## config.mk

```make
export PLATFORM = sky130hd
export DESIGN_NAME = hog_image_loader_flat
export DESIGN_NICKNAME = d
export VERILOG_FILES = /design/src/rtl/hog_image_loader_pkg.sv /design/src/rtl/hog_image_loader_if.sv /design/src/rtl/hog_image_loader_bank_addr_gen.sv /design/src/rtl/hog_image_loader.sv /design/src/flat_wrapper.sv
export SDC_FILE = /design/constraint.sdc
export NUM_CORES = 1
export LEC_CHECK = 0
export ABC_CLOCK_PERIOD_IN_PS = 4400
export CORE_MARGIN = 2
export CORE_UTILIZATION = 50
export CTS_CLUSTER_SIZE = 25
export DETAILED_ROUTE_END_ITERATION = 7
export PLACE_DENSITY = 0.76
export SLEW_MARGIN = 20
export SYNTH_ARGS = -nofsm -noshare
export SYNTH_HDL_FRONTEND = slang
export SYNTH_SLANG_ARGS = --single-unit
```

## constraint.sdc

```tcl
create_clock -name aclk -period 4.4 [get_ports aclk]
set_clock_uncertainty 0.15 [all_clocks]
set_input_delay 0.66 -clock aclk [delete_from_list [all_inputs] [get_ports aclk]]
set_output_delay 0.66 -clock aclk [all_outputs]
set_load 0.05 [all_outputs]
```

## src/rtl/hog_image_loader_pkg.sv

```systemverilog
// Shared definitions for the HOG image loader: bank indices, FSM states,
// default frame limits shared with the scaler, and the dimension check.
package hog_image_loader_pkg;

    localparam int HOG_IMGX = 136;
    localparam int HOG_IMGY = 136;

    // Bank index is {row parity, column parity}
    localparam logic [1:0] BANK_00 = 2'd0;
    localparam logic [1:0] BANK_01 = 2'd1;
    localparam logic [1:0] BANK_10 = 2'd2;
    localparam logic [1:0] BANK_11 = 2'd3;

    typedef enum logic [1:0] {
        ST_IDLE = 2'd0,
        ST_LOAD = 2'd1,
        ST_DONE = 2'd2
    } load_state_t;

    // A frame is legal when the width is even and both sides lie in 2..max
    function automatic logic dims_legal(input logic [15:0] w,
                                        input logic [15:0] h,
                                        input logic [15:0] max_w,
                                        input logic [15:0] max_h);
        return (w[0] == 1'b0) && (w >= 16'd2) && (w <= max_w) &&
               (h >= 16'd2) && (h <= max_h);
    endfunction

endpackage

```

## src/rtl/hog_image_loader_if.sv

```systemverilog
// Pixel stream bus into the loader: data, valid, last-of-row and ready.
interface hog_image_loader_if #(
    parameter int P_WIDTH = 8
);
    logic [P_WIDTH-1:0] tdata;
    logic               tvalid;
    logic               tlast;
    logic               tready;

    modport master (output tdata, output tvalid, output tlast, input tready);
    modport slave  (input tdata, input tvalid, input tlast, output tready);
endinterface

```

## src/rtl/hog_image_loader_bank_addr_gen.sv

```systemverilog
// Column/row counters and 2x2-interleaved bank address generation.
// The row base advances by w/2 after every odd row, so no multiplier is needed.
module hog_bank_addr_gen
    import hog_image_loader_pkg::*;
#(
    parameter int RAM_AW = 17
) (
    input  logic              clk,
    input  logic              rst_n,
    input  logic              clear,
    input  logic              advance,
    input  logic [15:0]       w,
    input  logic [15:0]       h,
    output logic [1:0]        bank,
    output logic [RAM_AW-1:0] addr,
    output logic              col_last,
    output logic              frame_last
);

    logic [15:0]       x;
    logic [15:0]       y;
    logic [RAM_AW-1:0] row_base;
    logic [RAM_AW-1:0] half_w;

    assign half_w     = RAM_AW'(w[15:1]);
    assign col_last   = (x == w - 16'd1);
    assign frame_last = col_last && (y == h - 16'd1);
    assign addr       = row_base + RAM_AW'(x[15:1]);

    // Bank select from the parities of the current row and column
    always_comb begin
        bank = BANK_00;
        case ({y[0], x[0]})
            2'b00:   bank = BANK_00;
            2'b01:   bank = BANK_01;
            2'b10:   bank = BANK_10;
            default: bank = BANK_11;
        endcase
    end

    // Counters step on each accepted pixel; row base moves once per row pair
    always_ff @(posedge clk or negedge rst_n) begin
        if (!rst_n) begin
            x        <= '0;
            y        <= '0;
            row_base <= '0;
        end else if (clear) begin
            x        <= '0;
            y        <= '0;
            row_base <= '0;
        end else if (advance) begin
            if (col_last) begin
                x <= '0;
                y <= y + 16'd1;
                if (y[0]) begin
                    row_base <= row_base + half_w;
                end
            end else begin
                x <= x + 16'd1;
            end
        end
    end

endmodule

```

## src/rtl/hog_image_loader.sv

```systemverilog
// Loads a raster pixel stream into four 2x2-interleaved source banks so the
// scaler can fetch all four bilinear neighbours in a single cycle.
module hog_image_loader
    import hog_image_loader_pkg::*;
#(
    parameter int RAM_AW  = 17,
    parameter int P_WIDTH = 8,
    parameter int IMGX    = HOG_IMGX,
    parameter int IMGY    = HOG_IMGY,
    parameter int DELAY   = 1
) (
    input  logic               aclk,
    input  logic               arest_n,
    input  logic               start,
    input  logic [15:0]        img_w,
    input  logic [15:0]        img_h,
    hog_image_loader_if.slave  s_axis,
    output logic               initial_ena_0,
    output logic               initial_ena_1,
    output logic               initial_ena_2,
    output logic               initial_ena_3,
    output logic               initial_wea_0,
    output logic               initial_wea_1,
    output logic               initial_wea_2,
    output logic               initial_wea_3,
    output logic [RAM_AW-1:0]  initial_addra_0,
    output logic [RAM_AW-1:0]  initial_addra_1,
    output logic [RAM_AW-1:0]  initial_addra_2,
    output logic [RAM_AW-1:0]  initial_addra_3,
    output logic [P_WIDTH-1:0] initial_dina_0,
    output logic [P_WIDTH-1:0] initial_dina_1,
    output logic [P_WIDTH-1:0] initial_dina_2,
    output logic [P_WIDTH-1:0] initial_dina_3,
    output logic [31:0]        row_signal,
    output logic               busy,
    output logic               load_done,
    output logic               cfg_err,
    output logic               tlast_err
);

    // Largest bank address (odd heights round up) must fit the bank width.
    // DELAY is kept for parameter compatibility with the scaler; registered
    // outputs here carry no assignment delay.
    localparam longint MAX_ADDR = longint'((IMGY + 1) / 2) * longint'(IMGX / 2) - 1;

    if (MAX_ADDR >= (longint'(1) << RAM_AW)) begin : g_addr_range_check
        $error("hog_image_loader: RAM_AW too small for IMGX x IMGY");
    end
    if (DELAY < 0) begin : g_delay_check
        $error("hog_image_loader: DELAY must be non-negative");
    end

    load_state_t        state;
    load_state_t        next_state;
    logic [15:0]        w_q;
    logic [15:0]        h_q;
    logic               legal;
    logic               start_ok;
    logic               hs;
    logic [1:0]         bank;
    logic [RAM_AW-1:0]  addr;
    logic               col_last;
    logic               frame_last;
    logic               ena_q  [4];
    logic [RAM_AW-1:0]  addr_q [4];
    logic [P_WIDTH-1:0] din_q  [4];

    assign legal         = dims_legal(img_w, img_h, 16'(IMGX), 16'(IMGY));
    assign start_ok      = (state == ST_IDLE) && start && legal;
    assign s_axis.tready = (state == ST_LOAD);
    assign hs            = s_axis.tvalid && (state == ST_LOAD);

    hog_bank_addr_gen #(
        .RAM_AW (RAM_AW)
    ) u_addr_gen (
        .clk        (aclk),
        .rst_n      (arest_n),
        .clear      (start_ok),
        .advance    (hs),
        .w          (w_q),
        .h          (h_q),
        .bank       (bank),
        .addr       (addr),
        .col_last   (col_last),
        .frame_last (frame_last)
    );

    // State register
    always_ff @(posedge aclk or negedge arest_n) begin
        if (!arest_n) begin
            state <= ST_IDLE;
        end else begin
            state <= next_state;
        end
    end

    // Next state: start only counts in IDLE, the frame's last pixel ends LOAD
    always_comb begin
        next_state = state;
        case (state)
            ST_IDLE: if (start_ok) next_state = ST_LOAD;
            ST_LOAD: if (hs && frame_last) next_state = ST_DONE;
            ST_DONE: next_state = ST_IDLE;
            default: next_state = ST_IDLE;
        endcase
    end

    // Frame configuration, status flags and the completed-row counter
    always_ff @(posedge aclk or negedge arest_n) begin
        if (!arest_n) begin
            w_q        <= '0;
            h_q        <= '0;
            busy       <= 1'b0;
            load_done  <= 1'b0;
            cfg_err    <= 1'b0;
            tlast_err  <= 1'b0;
            row_signal <= '0;
        end else begin
            busy      <= (next_state == ST_LOAD);
            load_done <= (state == ST_DONE);
            cfg_err   <= (state == ST_IDLE) && start && !legal;
            if (start_ok) begin
                w_q        <= img_w;
                h_q        <= img_h;
                row_signal <= '0;
                tlast_err  <= 1'b0;
            end else if (hs) begin
                if (col_last) begin
                    row_signal <= row_signal + 32'd1;
                end
                if (s_axis.tlast != col_last) begin
                    tlast_err <= 1'b1;
                end
            end
        end
    end

    // Registered bank writes: only the selected bank fires, others idle;
    // address and data of an idle bank hold their last value
    always_ff @(posedge aclk or negedge arest_n) begin
        if (!arest_n) begin
            for (int b = 0; b < 4; b++) begin
                ena_q[b]  <= 1'b0;
                addr_q[b] <= '0;
                din_q[b]  <= '0;
            end
        end else begin
            for (int b = 0; b < 4; b++) begin
                ena_q[b] <= hs && (bank == 2'(b));
                if (hs && (bank == 2'(b))) begin
                    addr_q[b] <= addr;
                    din_q[b]  <= s_axis.tdata;
                end
            end
        end
    end

    assign initial_ena_0   = ena_q[0];
    assign initial_ena_1   = ena_q[1];
    assign initial_ena_2   = ena_q[2];
    assign initial_ena_3   = ena_q[3];
    assign initial_wea_0   = ena_q[0];
    assign initial_wea_1   = ena_q[1];
    assign initial_wea_2   = ena_q[2];
    assign initial_wea_3   = ena_q[3];
    assign initial_addra_0 = addr_q[0];
    assign initial_addra_1 = addr_q[1];
    assign initial_addra_2 = addr_q[2];
    assign initial_addra_3 = addr_q[3];
    assign initial_dina_0  = din_q[0];
    assign initial_dina_1  = din_q[1];
    assign initial_dina_2  = din_q[2];
    assign initial_dina_3  = din_q[3];

endmodule
```

## src/flat_wrapper.sv

```systemverilog
// flat-port wrapper written by rule: the top's interface ports become plain ports
module hog_image_loader_flat import hog_image_loader_pkg::*;
#(
    parameter int RAM_AW  = 17,
    parameter int P_WIDTH = 8,
    parameter int IMGX    = HOG_IMGX,
    parameter int IMGY    = HOG_IMGY,
    parameter int DELAY   = 1
)
  (aclk, arest_n, start, img_w, img_h, initial_ena_0, initial_ena_1, initial_ena_2, initial_ena_3, initial_wea_0, initial_wea_1, initial_wea_2, initial_wea_3, initial_addra_0, initial_addra_1, initial_addra_2, initial_addra_3, initial_dina_0, initial_dina_1, initial_dina_2, initial_dina_3, row_signal, busy, load_done, cfg_err, tlast_err, s_axis_tdata, s_axis_tvalid, s_axis_tlast, s_axis_tready);
  hog_image_loader_if #(.P_WIDTH(P_WIDTH)) s_axis_i ();
  input  logic aclk;
  input  logic arest_n;
  input  logic start;
  input  logic [15:0] img_w;
  input  logic [15:0] img_h;
  output logic initial_ena_0;
  output logic initial_ena_1;
  output logic initial_ena_2;
  output logic initial_ena_3;
  output logic initial_wea_0;
  output logic initial_wea_1;
  output logic initial_wea_2;
  output logic initial_wea_3;
  output logic [RAM_AW-1:0] initial_addra_0;
  output logic [RAM_AW-1:0] initial_addra_1;
  output logic [RAM_AW-1:0] initial_addra_2;
  output logic [RAM_AW-1:0] initial_addra_3;
  output logic [P_WIDTH-1:0] initial_dina_0;
  output logic [P_WIDTH-1:0] initial_dina_1;
  output logic [P_WIDTH-1:0] initial_dina_2;
  output logic [P_WIDTH-1:0] initial_dina_3;
  output logic [31:0] row_signal;
  output logic busy;
  output logic load_done;
  output logic cfg_err;
  output logic tlast_err;
  input wire logic [$bits(s_axis_i.tdata)-1:0] s_axis_tdata;
  input wire logic [$bits(s_axis_i.tvalid)-1:0] s_axis_tvalid;
  input wire logic [$bits(s_axis_i.tlast)-1:0] s_axis_tlast;
  output wire logic [$bits(s_axis_i.tready)-1:0] s_axis_tready;
  assign s_axis_i.tdata = s_axis_tdata;
  assign s_axis_i.tvalid = s_axis_tvalid;
  assign s_axis_i.tlast = s_axis_tlast;
  assign s_axis_tready = s_axis_i.tready;
  hog_image_loader #(.RAM_AW(RAM_AW), .P_WIDTH(P_WIDTH), .IMGX(IMGX), .IMGY(IMGY), .DELAY(DELAY)) u_core (.aclk(aclk), .arest_n(arest_n), .start(start), .img_w(img_w), .img_h(img_h), .s_axis(s_axis_i), .initial_ena_0(initial_ena_0), .initial_ena_1(initial_ena_1), .initial_ena_2(initial_ena_2), .initial_ena_3(initial_ena_3), .initial_wea_0(initial_wea_0), .initial_wea_1(initial_wea_1), .initial_wea_2(initial_wea_2), .initial_wea_3(initial_wea_3), .initial_addra_0(initial_addra_0), .initial_addra_1(initial_addra_1), .initial_addra_2(initial_addra_2), .initial_addra_3(initial_addra_3), .initial_dina_0(initial_dina_0), .initial_dina_1(initial_dina_1), .initial_dina_2(initial_dina_2), .initial_dina_3(initial_dina_3), .row_signal(row_signal), .busy(busy), .load_done(load_done), .cfg_err(cfg_err), .tlast_err(tlast_err));
endmodule
```

=== After elaboration in Yosys (flattened, before gate mapping) ===
Index checks and enable logic that the tools add are counted.

* Reductions and logical operators: 25
* Order comparisons: 4
* Equality and inequality tests: 11
* Muxes and demuxes: 20
* Bitwise operators: 1
* Add/subtract/negate cells: 7

{| class="wikitable"
|+ Operator list
! kind !! number
|-
| $mux 16 || 6
|-
| $mux 32 || 3
|-
| $mux 17 || 4
|-
| $add 17x15->17 || 2
|-
| $add 16x1->16 const B || 2
|-
| $add 32x1->32 const B || 1
|-
| $eq 16x16->1 || 2
|-
| $ge 16x2->1 const B || 2
|-
| $le 16x8->1 const B || 2
|-
| $sub 16x1->16 const B || 2
|-
| $logic_and 1x1->1 || 14
|-
| $eq 2x1->1 const B || 4
|-
| $eq 2x2->1 const B || 4
|-
| $reduce_bool 2->1 || 4
|-
| $logic_not 2->1 || 3
|-
| $pmux 2 s3 || 1
|-
| $mux 2 || 2
|-
| $pmux 2 s2 || 1
|-
| $reduce_and 2->1 || 2
|-
| $mux 1 || 3
|-
| $reduce_and 3->1 || 1
|-
| $logic_not 1->1 || 1
|-
| $ne 1x1->1 || 1
|-
| $not 1->1 || 1
|}

* Output and inout bits: 145
* Input port bits: 45
* Logic and storage cells: 91
* Register bits: 223

=== Depth between registers and ports, before layout ===
Gate-level depths: netlist (run 1).

* Word-level depth: 9
* Depth in mapped cells: 12
* Mapped depth without buffers: 11

=== Cells and area by module ===
From an unflattened synthesis (run 1), not the netlist that was laid out.

* Cell total of the unflattened synthesis: 1063
* Area total of the unflattened synthesis: 11711.2 µm²

{| class="wikitable"
|+ By module, submodules not included
! module !! instances !! area an instance (µm²) !! sequential area each (µm²) !! cells each
|-
| hog_image_loader || 1 || 6989.2 || 4354.2 || 495
|-
| hog_bank_addr_gen || 1 || 4722.0 || 1226.2 || 568
|}

=== Least setup slack after synthesis (run 1) ===
Ideal clock, no wire load.

* Path kind: input to register
* Start: in img_w[15]
* End: reg u_core.u_addr_gen.y[14]
* Setup time: 132 ps
* Buffers on the path: 2
* Arrival time: 3076 ps
* Setup slack: 1043 ps
* Cell stages on the path: 9
* Required time: 4118 ps
* Cells stage by stage: or4_1 a2111o_1 or3_1 or3_1 buf_2 clkbuf_1 a211oi_2 xnor2_1 nor2_1

* Word-level cells in the longest chain between the ends: 8
* Elaborated cells between the ends (all ways): 11
* Classes of those cells: order compare: 2; mux: 1; reduce/logical: 8

{| class="wikitable"
|+ Ends and longest elaborated chain
! element !! line !! RTL
|-
| from (decl) || flat_wrapper.sv:15 || <nowiki>input logic [15:0] img_w;</nowiki>
|-
| $ge 16x2->1 || hog_image_loader_pkg.sv:25 || <nowiki>return (w[0] == 1'b0) && (w >= 16'd2) && (w <= max_w) &&</nowiki>
|-
| $logic_and 1x1->1 || hog_image_loader_pkg.sv:25 ||
|-
| $logic_and 1x1->1 * (2 in series) || hog_image_loader_pkg.sv:25 ||
|-
| $logic_and 1x1->1 * || hog_image_loader_pkg.sv:26 || <nowiki>(h >= 16'd2) && (h <= max_h);</nowiki>
|-
| $logic_and 1x1->1 * || hog_image_loader.sv:69 || <nowiki>assign start_ok = (state == ST_IDLE) && start && legal;</nowiki>
|-
| $reduce_bool 2->1 (no line) || n/a ||
|-
| $reduce_and 2->1 (no line) || n/a ||
|-
| to (signal assigned) || hog_image_loader_bank_addr_gen.sv:54 || <nowiki>y <= y + 16'd1;</nowiki>
|-
| to (decl) || hog_image_loader_bank_addr_gen.sv:21 || <nowiki>logic [15:0] y;</nowiki>
|}

Mark *: on every way between the ends. The rest lies on a longest branch, timed or not.
A chain may end at the register's enable or synchronous reset.

=== Worst setup path after layout (run 1) ===
* Start: reg u_core.w_q[0]
* End: reg u_core.row_signal[10]

* Word-level cells in the longest chain between the ends: 4

{| class="wikitable"
|+ Ends and longest elaborated chain
! element !! line !! RTL
|-
| from (decl) || hog_image_loader.sv:55 || <nowiki>logic [15:0] w_q;</nowiki>
|-
| from (signal assigned) || hog_image_loader.sv:123 || <nowiki>w_q <= img_w;</nowiki>
|-
| $sub 16x1->16 || hog_image_loader_bank_addr_gen.sv:26 || <nowiki>assign col_last = (x == w - 16'd1);</nowiki>
|-
| $eq 16x16->1 || hog_image_loader_bank_addr_gen.sv:26 ||
|-
| $reduce_bool 2->1 (no line) || n/a ||
|-
| $reduce_and 2->1 (no line) || n/a ||
|-
| to (signal assigned) || hog_image_loader.sv:129 || <nowiki>row_signal <= row_signal + 32'd1;</nowiki>
|-
| to (decl) || hog_image_loader.sv:34 || <nowiki>output logic [31:0] row_signal,</nowiki>
|}

No other way between the ends.

==> results of run 1 <==
==> flip-flops by register name, summed over array words and instances, names as in the netlist, 2 cells and up <==
register	flops
u_core.w_q	16
u_core.u_addr_gen.y	16
u_core.initial_dina_2	8
u_core.state	2
u_core.initial_addra_3	17
u_core.initial_dina_3	8
u_core.row_signal	32
u_core.u_addr_gen.row_base	17
u_core.initial_addra_0	17
u_core.initial_addra_2	17
u_core.u_addr_gen.x	16
u_core.initial_dina_1	8
u_core.initial_dina_0	8
u_core.initial_addra_1	17
u_core.h_q	16
==> stage by stage <==
stage                     cell area (um^2)  cells  total power, W  utilization
after floorplan                      11880   1298        0.002727            -
after global placement               14130   1771        0.003047       0.6039
after detailed placement             14130   1771        0.003064       0.6039
after CTS                            14960   1815        0.005151       0.6392
after global routing                 14960   1815        0.005283       0.6392
final                                14960   1815        0.005115       0.6392
==> kinds of logic after synthesis <==
group,share of synthesized area
simple gates,0.2345
compound gates,0.1310
flops,0.4699
buf+inv,0.03192
xor+xnor,0.06269
fa+ha+maj,0.04025
mux,0.02971
==> power by group through the flow <==
stage / Clock (W) / Combinational [W] / Sequential, W
floorplan: 0 / 0.000226 / 0.00250
global placement: 0 / 0.000789 / 0.00226
detailed placement: 0 / 0.000799 / 0.00226
CTS: 0.00212 / 0.000804 / 0.00223
global route: 0.00219 / 0.000851 / 0.00224
finish: 0.00209 / 0.000798 / 0.00223
==> per-layer routing <==
layer  GRT usage  part of all wire
met1      0.3384              0.44
met2      0.4159              0.48
met3     0.02737             0.053
met5           0                 0
met4     0.06435             0.021
==> synthesized netlist by cell type (all sizes together), types with 14 or more instances <==
cell / number
clkbuf: 49
nor3: 27
and3: 21
a21oi: 47
mux2: 18
nand2: 281
inv: 30
xnor2: 52
or3: 14
ha: 35
nand2b: 21
o21ai: 94
mux2i: 15
o31ai: 17
dfrtp: 223
nand4: 20
nor2: 77
nand3: 46
xor2: 33
and2: 18
nor4: 20
==> path summary, 6_finish.rpt <==
| path | endpoint |
|---|---|
| max | u_core.row_signal[10] |
| min reg2reg | u_core.initial_addra_2[5] |
| max reg2reg | u_core.row_signal[10] |
| min | u_core.initial_addra_0[3] |
| max in group asynchronous | u_core.h_q[8] |
| min in group aclk | u_core.initial_addra_2[5] |
==> cell usage in the layout, fill, tap and decap left out, types with 15 or more instances in the layout <==
master                            count
sky130_fd_sc_hd__a21oi_1             46
sky130_fd_sc_hd__and2_1              18
sky130_fd_sc_hd__and3_1              21
sky130_fd_sc_hd__buf_4               24
sky130_fd_sc_hd__clkbuf_16           25
sky130_fd_sc_hd__clkdlybuf4s50_1    188
sky130_fd_sc_hd__dfrtp_1            223
sky130_fd_sc_hd__ha_1                35
sky130_fd_sc_hd__inv_1               30
sky130_fd_sc_hd__mux2_2              18
sky130_fd_sc_hd__mux2i_1             15
sky130_fd_sc_hd__nand2_1            281
sky130_fd_sc_hd__nand2b_1            21
sky130_fd_sc_hd__nand3_1             46
sky130_fd_sc_hd__nand4_1             20
sky130_fd_sc_hd__nor2_1              77
sky130_fd_sc_hd__nor3_1              25
sky130_fd_sc_hd__nor4_1              15
sky130_fd_sc_hd__o21ai_0             92
sky130_fd_sc_hd__o31ai_1             15
sky130_fd_sc_hd__xnor2_1             52
sky130_fd_sc_hd__xor2_1              33
==> cell type report <==
| cell class | instances | area [um^2] |
|---|---|---|
| well taps | 319 | 399.1 |
| fillers | 1940 | 8444 |
| repair buffers | 214 | 2097 |
| clock inverters | 8 | 98.84 |
| flip-flops and latches | 223 | 5580 |
| clock buffers | 36 | 726.9 |
| multi-input cells | 981 | 5928 |
| inverters | 34 | 127.6 |
==> results.cfg, run 1 <==
[power_and_ir_drop]
swShare = 0.2799
static-leakage-power_nw = 6.765
total_switching_power_w = 0.001432
ratio_of_total_power_to_cell_area_nw_per_um2 = 341.9
power.combinational.fraction = 0.156
power_frac_clock = 0.408
peakVddDrop_v = 0.0002722
internal_power_w = 0.003683
seq_power_share = 0.436

[yosys]
synthDistinctLibCells = 74
mappedNetlistArea_um2 = 11880
syn_nets = 1380
yosysSeqAreaShare = 0.4699
synth_area_leaders = sky130_fd_sc_hd__dfrtp_1 47%, sky130_fd_sc_hd__nand2_1 8.9%, sky130_fd_sc_hd__o21ai_0 3.9%
synth_top_flop_cell = sky130_fd_sc_hd__dfrtp_1
share_of_async_settable_or_async_resettable_flops_after_synthesis = 1.000
yosys_register_bits = 223
synth_edf_count = 0
gate_count_of_the_mapped_netlist = 1298
synth.avg_cell_area_um2 = 9.149
post-synth-top-area-cell = sky130_fd_sc_hd__dfrtp_1
synth_warnings = 0
synth_top_cell_area_share = 0.4699

[clocking]
path_clk_slew_ns = 0.06
postCtsSetupRepairBufs = 0
cts_num_sinks = 223
root_buffer = sky130_fd_sc_hd__clkbuf_16
cts_tree = built
cts_max_path_buffers = 3
htreeDepth = 1
cts_hold_buffers = 0
total_cts_buffers = 24
postCtsResizedCells = 0
clock_insertion_delay_worst_skew_ns = 0.52

[route]
detail_route.drc_violations = 0
per_cell_routed_wire_length_um = 16.92
route.vias.total = 10186
wirelength_mm = 30.71
viasPerCell = 5.612
detail-route-antenna-nets = 0
drt_first_iter_violations = 686
drt_pass1_iterations = 5

[placed_design]
half_perimeter_wire_length_after_placement_mm = 21.82
buffer_ports.inserted = 189
dpl_worst_slack_ns = 0.2254
gp_congestion = 0.8946

[worst_setup_path]
critical-path-max-stage-delay_ns = 0.91
setup.worst_path.class = register to register
crit_chain = inv_1 > ha_1 > or3b_2 > o31ai_2 > o2111ai_2 > or4_1 > a21oi_2 > and4_1 > mux2i_1
timing.critical_path.arrival_ns = 4.21
critical_path.slowest_cell = sky130_fd_sc_hd__or4_1
path_delay_family = simple AND/OR/NAND/NOR gates
reg2reg_slack_ns = 0.48
setup.worst_path.start_class = register
critical_path_cell_count = 9
critPathLaunch = u_core.w_q[0]
worstReg2RegStart = u_core.w_q[0]
timing.reg2reg.worst_path_depth = 9
critPathCaptureType = register
path_buf_inv = 1
worstPathRequired_ns = 4.69
biggest_fanout_along_the_worst_timing_path = 17

[floorplanning]
die-area_um2 = 25000
ioPinCount = 190
die_width_um = 158.1
core_area_um2 = 23400
number_of_placement_rows = 56
initial_utilization = 0.5074
die_height_um = 158.1

[grt]
largest_net_degree_at_the_start_of_global_routing = 108
grt_first_pass_wirelength_mm = 49.54
grt.total_usage = 0.2459
grt_antenna_before_repair = 0
first_global_vias = 9839
gr-total-overflow = 0

[finish]
areaGrowthSynthToFinish_pct = 25.96
post_route_cells_drive_above_1_share = 0.07553
n_antenna_cell = 0
layout_net_count = 1560

[sta]
min_hold_slack_ns = 0.02711
maxSlewHeadroom = 0.3173
timing_worst_slew_pin_value_ns = 1.015
timing_max_transition_violations_final = 0
hold_violations = 0
final_min_period_ns = 3.923
final.setup.worst_slack_ns = 0.4765
clock.fmax_ghz = 0.2549
layout_worst_path_cycle_share = 0.8917
grt_setup_unrepaired = no
setup_viol = 0
fin_setup_tns_ns = 0

[flow_run]
drv_cap = 0

[worst_hold_path]
hp-class = input port to asynchronous set/reset pin

[run_status]
outcome = finished clean
(Power assumes the default switching activity.)
==> inputs of run 2 (changes only) <==
--- a/config.mk
+++ b/config.mk
@@ -10,7 +10,7 @@
 export CORE_UTILIZATION = 50
 export CTS_CLUSTER_SIZE = 25
 export DETAILED_ROUTE_END_ITERATION = 7
-export PLACE_DENSITY = 0.76
+export PLACE_DENSITY = 0.86
 export SLEW_MARGIN = 20
 export SYNTH_ARGS = -nofsm -noshare
 export SYNTH_HDL_FRONTEND = slang
==> run 2 against run 1 <==
Against the previous run:
- maximum frequency up 9.1%
- sequential share of layout area about the same
- total power rose by 0.70%
- largest cell class unchanged
- highest routed layer unchanged
==> results.cfg, run 2 (same netlist as run 1, synthesis figures left out) <==
[grt]
grt.total_usage = 0.2535
gr-total-overflow = 0
grt_first_pass_wirelength_mm = 51.21
first_global_vias = 10170
grt_antenna_before_repair = 0
largest_net_degree_at_the_start_of_global_routing = 128

[worst_setup_path]
reg2reg_slack_ns = 0.80
setup.worst_path.start_class = register
critical_path.slowest_cell = sky130_fd_sc_hd__or3b_2
worstPathRequired_ns = 4.70
worstReg2RegStart = u_core.w_q[1]
timing.critical_path.arrival_ns = 3.89
rr_endpoint = u_core.row_signal[10]
critPathCaptureType = register
crit_end = u_core.row_signal[10]
biggest_fanout_along_the_worst_timing_path = 23
path_delay_family = simple AND/OR/NAND/NOR gates
critical-path-max-stage-delay_ns = 0.54
critical_path_cell_count = 10
setup.worst_path.class = register to register
path_buf_inv = 2
timing.reg2reg.worst_path_depth = 10
crit_chain = inv_1 > ha_1 > or3b_2 > o31ai_2 > o2111ai_2 > or4_1 > buf_4 > a21oi_2 > and4_1 > mux2i_1
critPathLaunch = u_core.w_q[1]

[route]
per_cell_routed_wire_length_um = 17.55
drt_pass1_iterations = 6
wirelength_mm = 31.80
detail-route-antenna-nets = 0
route.vias.total = 10447
drt_first_iter_violations = 778
viasPerCell = 5.765
detail_route.drc_violations = 0

[floorplanning]
initial_utilization = 0.5074
die-area_um2 = 25000
die_width_um = 158.1
core_area_um2 = 23400
die_height_um = 158.1
ioPinCount = 190
number_of_placement_rows = 56

[placed_design]
buffer_ports.inserted = 189
placedCellCount = 1767
half_perimeter_wire_length_after_placement_mm = 22.66
gp_congestion = 0.8730
post_placement_cell_area_um2 = 14100

[clocking]
path_clk_slew_ns = 0.06
root_buffer = sky130_fd_sc_hd__clkbuf_16
cts_num_sinks = 223
cts_tree = built
postCtsSetupRepairBufs = 0
total_cts_buffers = 25
cts_hold_buffers = 0
clock_insertion_delay_worst_skew_ns = 0.54
cts_max_path_buffers = 3
postCtsResizedCells = 0
htreeDepth = 1

[sta]
maxSlewHeadroom = 0.2799
setup_viol = 0
timing_worst_slew_pin_value_ns = 1.070
clock.fmax_ghz = 0.2781
hold_violations = 0
layout_worst_path_cycle_share = 0.8172
final_min_period_ns = 3.596
min_hold_slack_ns = 0.07256
timing_max_transition_violations_final = 0
fin_setup_tns_ns = 0
grt_setup_unrepaired = no

[run_status]
outcome = finished clean

[finish]
instances_no_fill = 1812
n_antenna_cell = 0
max_ffs_per_register = 32
final.fill_count = 1872
layout.cells.most_common_list = 281 x sky130_fd_sc_hd__nand2_1, 223 x sky130_fd_sc_hd__dfrtp_1, 188 x sky130_fd_sc_hd__clkdlybuf4s50_1
layout_net_count = 1557
areaGrowthSynthToFinish_pct = 25.81
final_common_cell = sky130_fd_sc_hd__nand2_1
stdcell_area_um2 = 14940
regMostFlops = u_core.row_signal
post_route_cells_drive_above_1_share = 0.07167

[power_and_ir_drop]
ratio_of_total_power_to_cell_area_nw_per_um2 = 344.7
static-leakage-power_nw = 6.749
peakVddDrop_v = 0.0003076

[worst_hold_path]
hp-class = input port to asynchronous set/reset pin

[flow_run]
drv_cap = 0
## run 2: routing by layer
layer  track usage  part of all wire  wire [um]
met4       0.08194             0.028        899
met5             0                 0          0
met2        0.4416              0.48      15390
met1        0.3280              0.42      13340
met3       0.03340             0.068       2172
## run 2: final cells by class
class / instances / area [um^2] / area share
multi-input cells: 981 / 5929 / 0.3969
clock buffers: 36 / 696.9 / 0.04665
inverters: 34 / 127.6 / 0.008542
well taps: 319 / 399.1 / 0.02671
flip-flops and latches: 223 / 5580 / 0.3735
repair buffers: 210 / 2067 / 0.1383
clock inverters: 9 / 140.1 / 0.009379
## run 2: worst min-delay path by stage
stage,depth (start not counted),startpoint,end
floorplan,0,arest_n,u_core.busy
global placement,1,u_core.state[0],u_core.load_done
detailed placement,1,u_core.state[0],u_core.load_done
global route,1,arest_n,u_core.initial_addra_1[2]
CTS,1,arest_n,u_core.initial_addra_2[2]
finish,1,arest_n,u_core.initial_addra_1[2]
## run 2: worst reg2reg max path: cells and delay by family, from the launching register on
kind	cells	cell delay, ns
mux	1	0.19
fa+ha+maj	1	0.21
flops	1	0.44
simple gates	3	1.30
buf+inv	2	0.36
compound gates	3	0.87
## run 2: through the flow
stage                     worst slack (ns)  utilization  power (W)
after detailed placement            0.3183       0.6026   0.003068
final                               0.8044       0.6384   0.005151
after global routing                0.6250       0.6384   0.005318
after floorplan                      1.043            -   0.002727
after CTS                           0.8297       0.6384   0.005180
after global placement              0.3490       0.6026   0.003045
## run 2: power by group
part	internal, W	switching [W]	leakage (nW)
Combinational	0.000279	0.000517	3.34
Sequential	0.00214	0.0000935	3.00
Clock	0.00128	0.000837	0.403
Total	0.00370	0.00145	6.75
==> inputs of run 3 (changes only) <==
--- a/config.mk
+++ b/config.mk
@@ -5,12 +5,12 @@
 export SDC_FILE = /design/constraint.sdc
 export NUM_CORES = 1
 export LEC_CHECK = 0
-export ABC_CLOCK_PERIOD_IN_PS = 4400
+export ABC_CLOCK_PERIOD_IN_PS = 3160
 export CORE_MARGIN = 2
-export CORE_UTILIZATION = 50
+export CORE_UTILIZATION = 49
 export CTS_CLUSTER_SIZE = 25
 export DETAILED_ROUTE_END_ITERATION = 7
-export PLACE_DENSITY = 0.86
+export PLACE_DENSITY = 0.88
 export SLEW_MARGIN = 20
 export SYNTH_ARGS = -nofsm -noshare
 export SYNTH_HDL_FRONTEND = slang
==> constraint.sdc (replaced) <==
create_clock -name aclk -period 3.16 [get_ports aclk]
set_clock_uncertainty 0.15 [all_clocks]
set_input_delay 0.474 -clock aclk [delete_from_list [all_inputs] [get_ports aclk]]
set_output_delay 0.474 -clock aclk [all_outputs]
set_load 0.05 [all_outputs]
==> run 3 against run 2 <==
Against the previous run:
- the flow now finishes with violations (setup timing)
- non-clock buffer count grew 96
- register-to-register slack worse by 0.90 ns
- sequential share of layout area shrank 2.6 points
- sequential power rose by 38%
- first-iteration DRC count up 38%
- worst setup slack got worse by 0.90 ns
- worst hold slack better by 0.25 ns
- via count up 8.0%
- critical path type unchanged
- largest cell class unchanged
==> results.cfg, run 3 (same netlist as run 1, synthesis figures left out) <==
[flow_run]
drv_cap = 0

[floorplanning]
die-area_um2 = 25500
ioPinCount = 190
number_of_placement_rows = 56
die_height_um = 159.7
core_area_um2 = 23610
initial_utilization = 0.5029
die_width_um = 159.7

[sta]
layout_worst_path_cycle_share = 1.029
grt_setup_unrepaired = yes
maxSlewHeadroom = 0.5746
hold_violations = 0
setup_viol = 13
timing_max_transition_violations_final = 0
fin_setup_tns_ns = -0.6610
final.setup.worst_slack_ns = -0.09271
final_min_period_ns = 3.253
clock.fmax_ghz = 0.3074
timing_worst_slew_pin_value_ns = 0.6358

[run_status]
outcome = finished, violations left
failing_checks = setup timing

[finish]
post_route_cells_drive_above_1_share = 0.1566
max_ffs_per_register = 32
final_common_cell = sky130_fd_sc_hd__nand2_1
final_core_occ = 0.6796
regMostFlops = u_core.row_signal
areaGrowthSynthToFinish_pct = 35.13
layout.cells.most_common_list = 278 x sky130_fd_sc_hd__nand2_1, 223 x sky130_fd_sc_hd__dfrtp_1, 186 x sky130_fd_sc_hd__clkdlybuf4s50_1
n_antenna_cell = 0
layout_net_count = 1652

[route]
drt_pass1_iterations = 5
detail-route-antenna-nets = 0
drt_first_iter_violations = 1072
per_cell_routed_wire_length_um = 18.73
route.vias.total = 11279
detail_route.drc_violations = 0
wirelength_mm = 35.64
viasPerCell = 5.927

[worst_hold_path]
whs_path_depth = 1
hp-class = register to register

[clocking]
path_clk_slew_ns = 0.05
total_cts_buffers = 24
htreeDepth = 1
cts_tree = built
root_buffer = sky130_fd_sc_hd__clkbuf_16
clock_insertion_delay_worst_skew_ns = 0.53
cts_num_sinks = 223
cts_max_path_buffers = 3

[grt]
grt_antenna_before_repair = 0
gr-total-overflow = 0
grt.total_usage = 0.2635
first_global_vias = 11227
grt_first_pass_wirelength_mm = 55.98
largest_net_degree_at_the_start_of_global_routing = 70

[power_and_ir_drop]
ratio_of_total_power_to_cell_area_nw_per_um2 = 447.3
static-leakage-power_nw = 7.316
peakVddDrop_v = 0.0004461

[worst_setup_path]
critPathCaptureType = register
biggest_fanout_along_the_worst_timing_path = 17
timing.critical_path.arrival_ns = 3.54
worstPathRequired_ns = 3.45
setup.worst_path.start_class = register
timing.reg2reg.worst_path_depth = 11
setup.worst_path.class = register to register

[placed_design]
gp_congestion = 0.8928
half_perimeter_wire_length_after_placement_mm = 24.10
buffer_ports.inserted = 189
[run 3: changes by cell type in the layout (fill, tap and decap cells not counted), sizes merged]
cell,delta
inv,-1
clkinv,+1
dlygate4sd3,+1
clkdlybuf4s50,-2
dlymetal6s2s,+2
buf,+94
clkbuf,-4
[run 3: repair_timing]
| item | 4_1_cts | 5_1_grt |
|---|---|---|
| setup buffers | 5 | 10 |
| hold endpoints to repair | 65 | 0 |
| cloned | 0 | 0 |
| setup endpoints to repair | 45 | 84 |
| hold buffers | 1 | 0 |
| pin swaps | 6 | 24 |
| gates resized for setup | 22 | 64 |
[run 3: path summary, 6_finish.rpt]
check	startpoint	endpoint	slack, ns
max in group asynchronous	arest_n	u_core.initial_dina_0[6]	1.46
min in group asynchronous	arest_n	u_core.initial_addra_0[3]	0.36
worst min register to register	u_core.state[0]	u_core.load_done	0.32
worst max-delay path	u_core.w_q[4]	u_core.row_signal[3]	-0.09
worst max register to register	u_core.w_q[4]	u_core.row_signal[3]	-0.09
worst min-delay path	u_core.state[0]	u_core.load_done	0.32
[run 3: power by group]
part / switching [W] / internal [W] / total [W]
Sequential: 0.000108 / 0.00298 / 0.00309
Clock: 0.00115 / 0.00171 / 0.00285
Combinational: 0.000782 / 0.000450 / 0.00123
Total: 0.00204 / 0.00514 / 0.00718
[run 3: stage by stage]
step | area [um^2] | power (W) | cells | worst slack, ns | hold slack, ns
after floorplan | 11880 | 0.003796 | 1298 | 0.01017 | 0.02841
after global placement | 14740 | 0.004298 | 1849 | -0.5857 | 0.2949
after detailed placement | 14740 | 0.004343 | 1849 | -0.6717 | 0.3000
after CTS | 15700 | 0.007185 | 1895 | -0.01537 | 0.3171
after global routing | 16050 | 0.007396 | 1903 | -0.1901 | 0.3311
final | 16050 | 0.007177 | 1903 | -0.09271 | 0.3202
[run 3: cell type report]
type | instances | area, um^2
inverters | 34 | 127.6
multi-input cells | 981 | 6292
clock inverters | 9 | 136.4
well taps | 319 | 399.1
repair buffers | 306 | 2854
fillers | 1646 | 7566
flip-flops and latches | 223 | 5580
clock buffers | 31 | 656.9
[run 3: worst max-delay path, stage by stage (launching register included)]
cell	delay [ns]
sky130_fd_sc_hd__dfrtp_1	0.42
sky130_fd_sc_hd__buf_6	0.15
sky130_fd_sc_hd__nor4_2	0.28
sky130_fd_sc_hd__buf_4	0.22
sky130_fd_sc_hd__nand4_1	0.13
sky130_fd_sc_hd__a211oi_2	0.33
sky130_fd_sc_hd__nor3b_4	0.11
sky130_fd_sc_hd__or4_4	0.56
sky130_fd_sc_hd__buf_12	0.18
sky130_fd_sc_hd__buf_12	0.15
sky130_fd_sc_hd__or3_1	0.34
sky130_fd_sc_hd__a21oi_1	0.15
[run 3: per-layer routing]
metal,GRT usage,share of wire,vias up
li1,-,-,5078
met1,0.3293,0.39,5463
met2,0.4636,0.50,617
met3,0.04416,0.080,121
met4,0.09008,0.036,0
met5,0,0,-
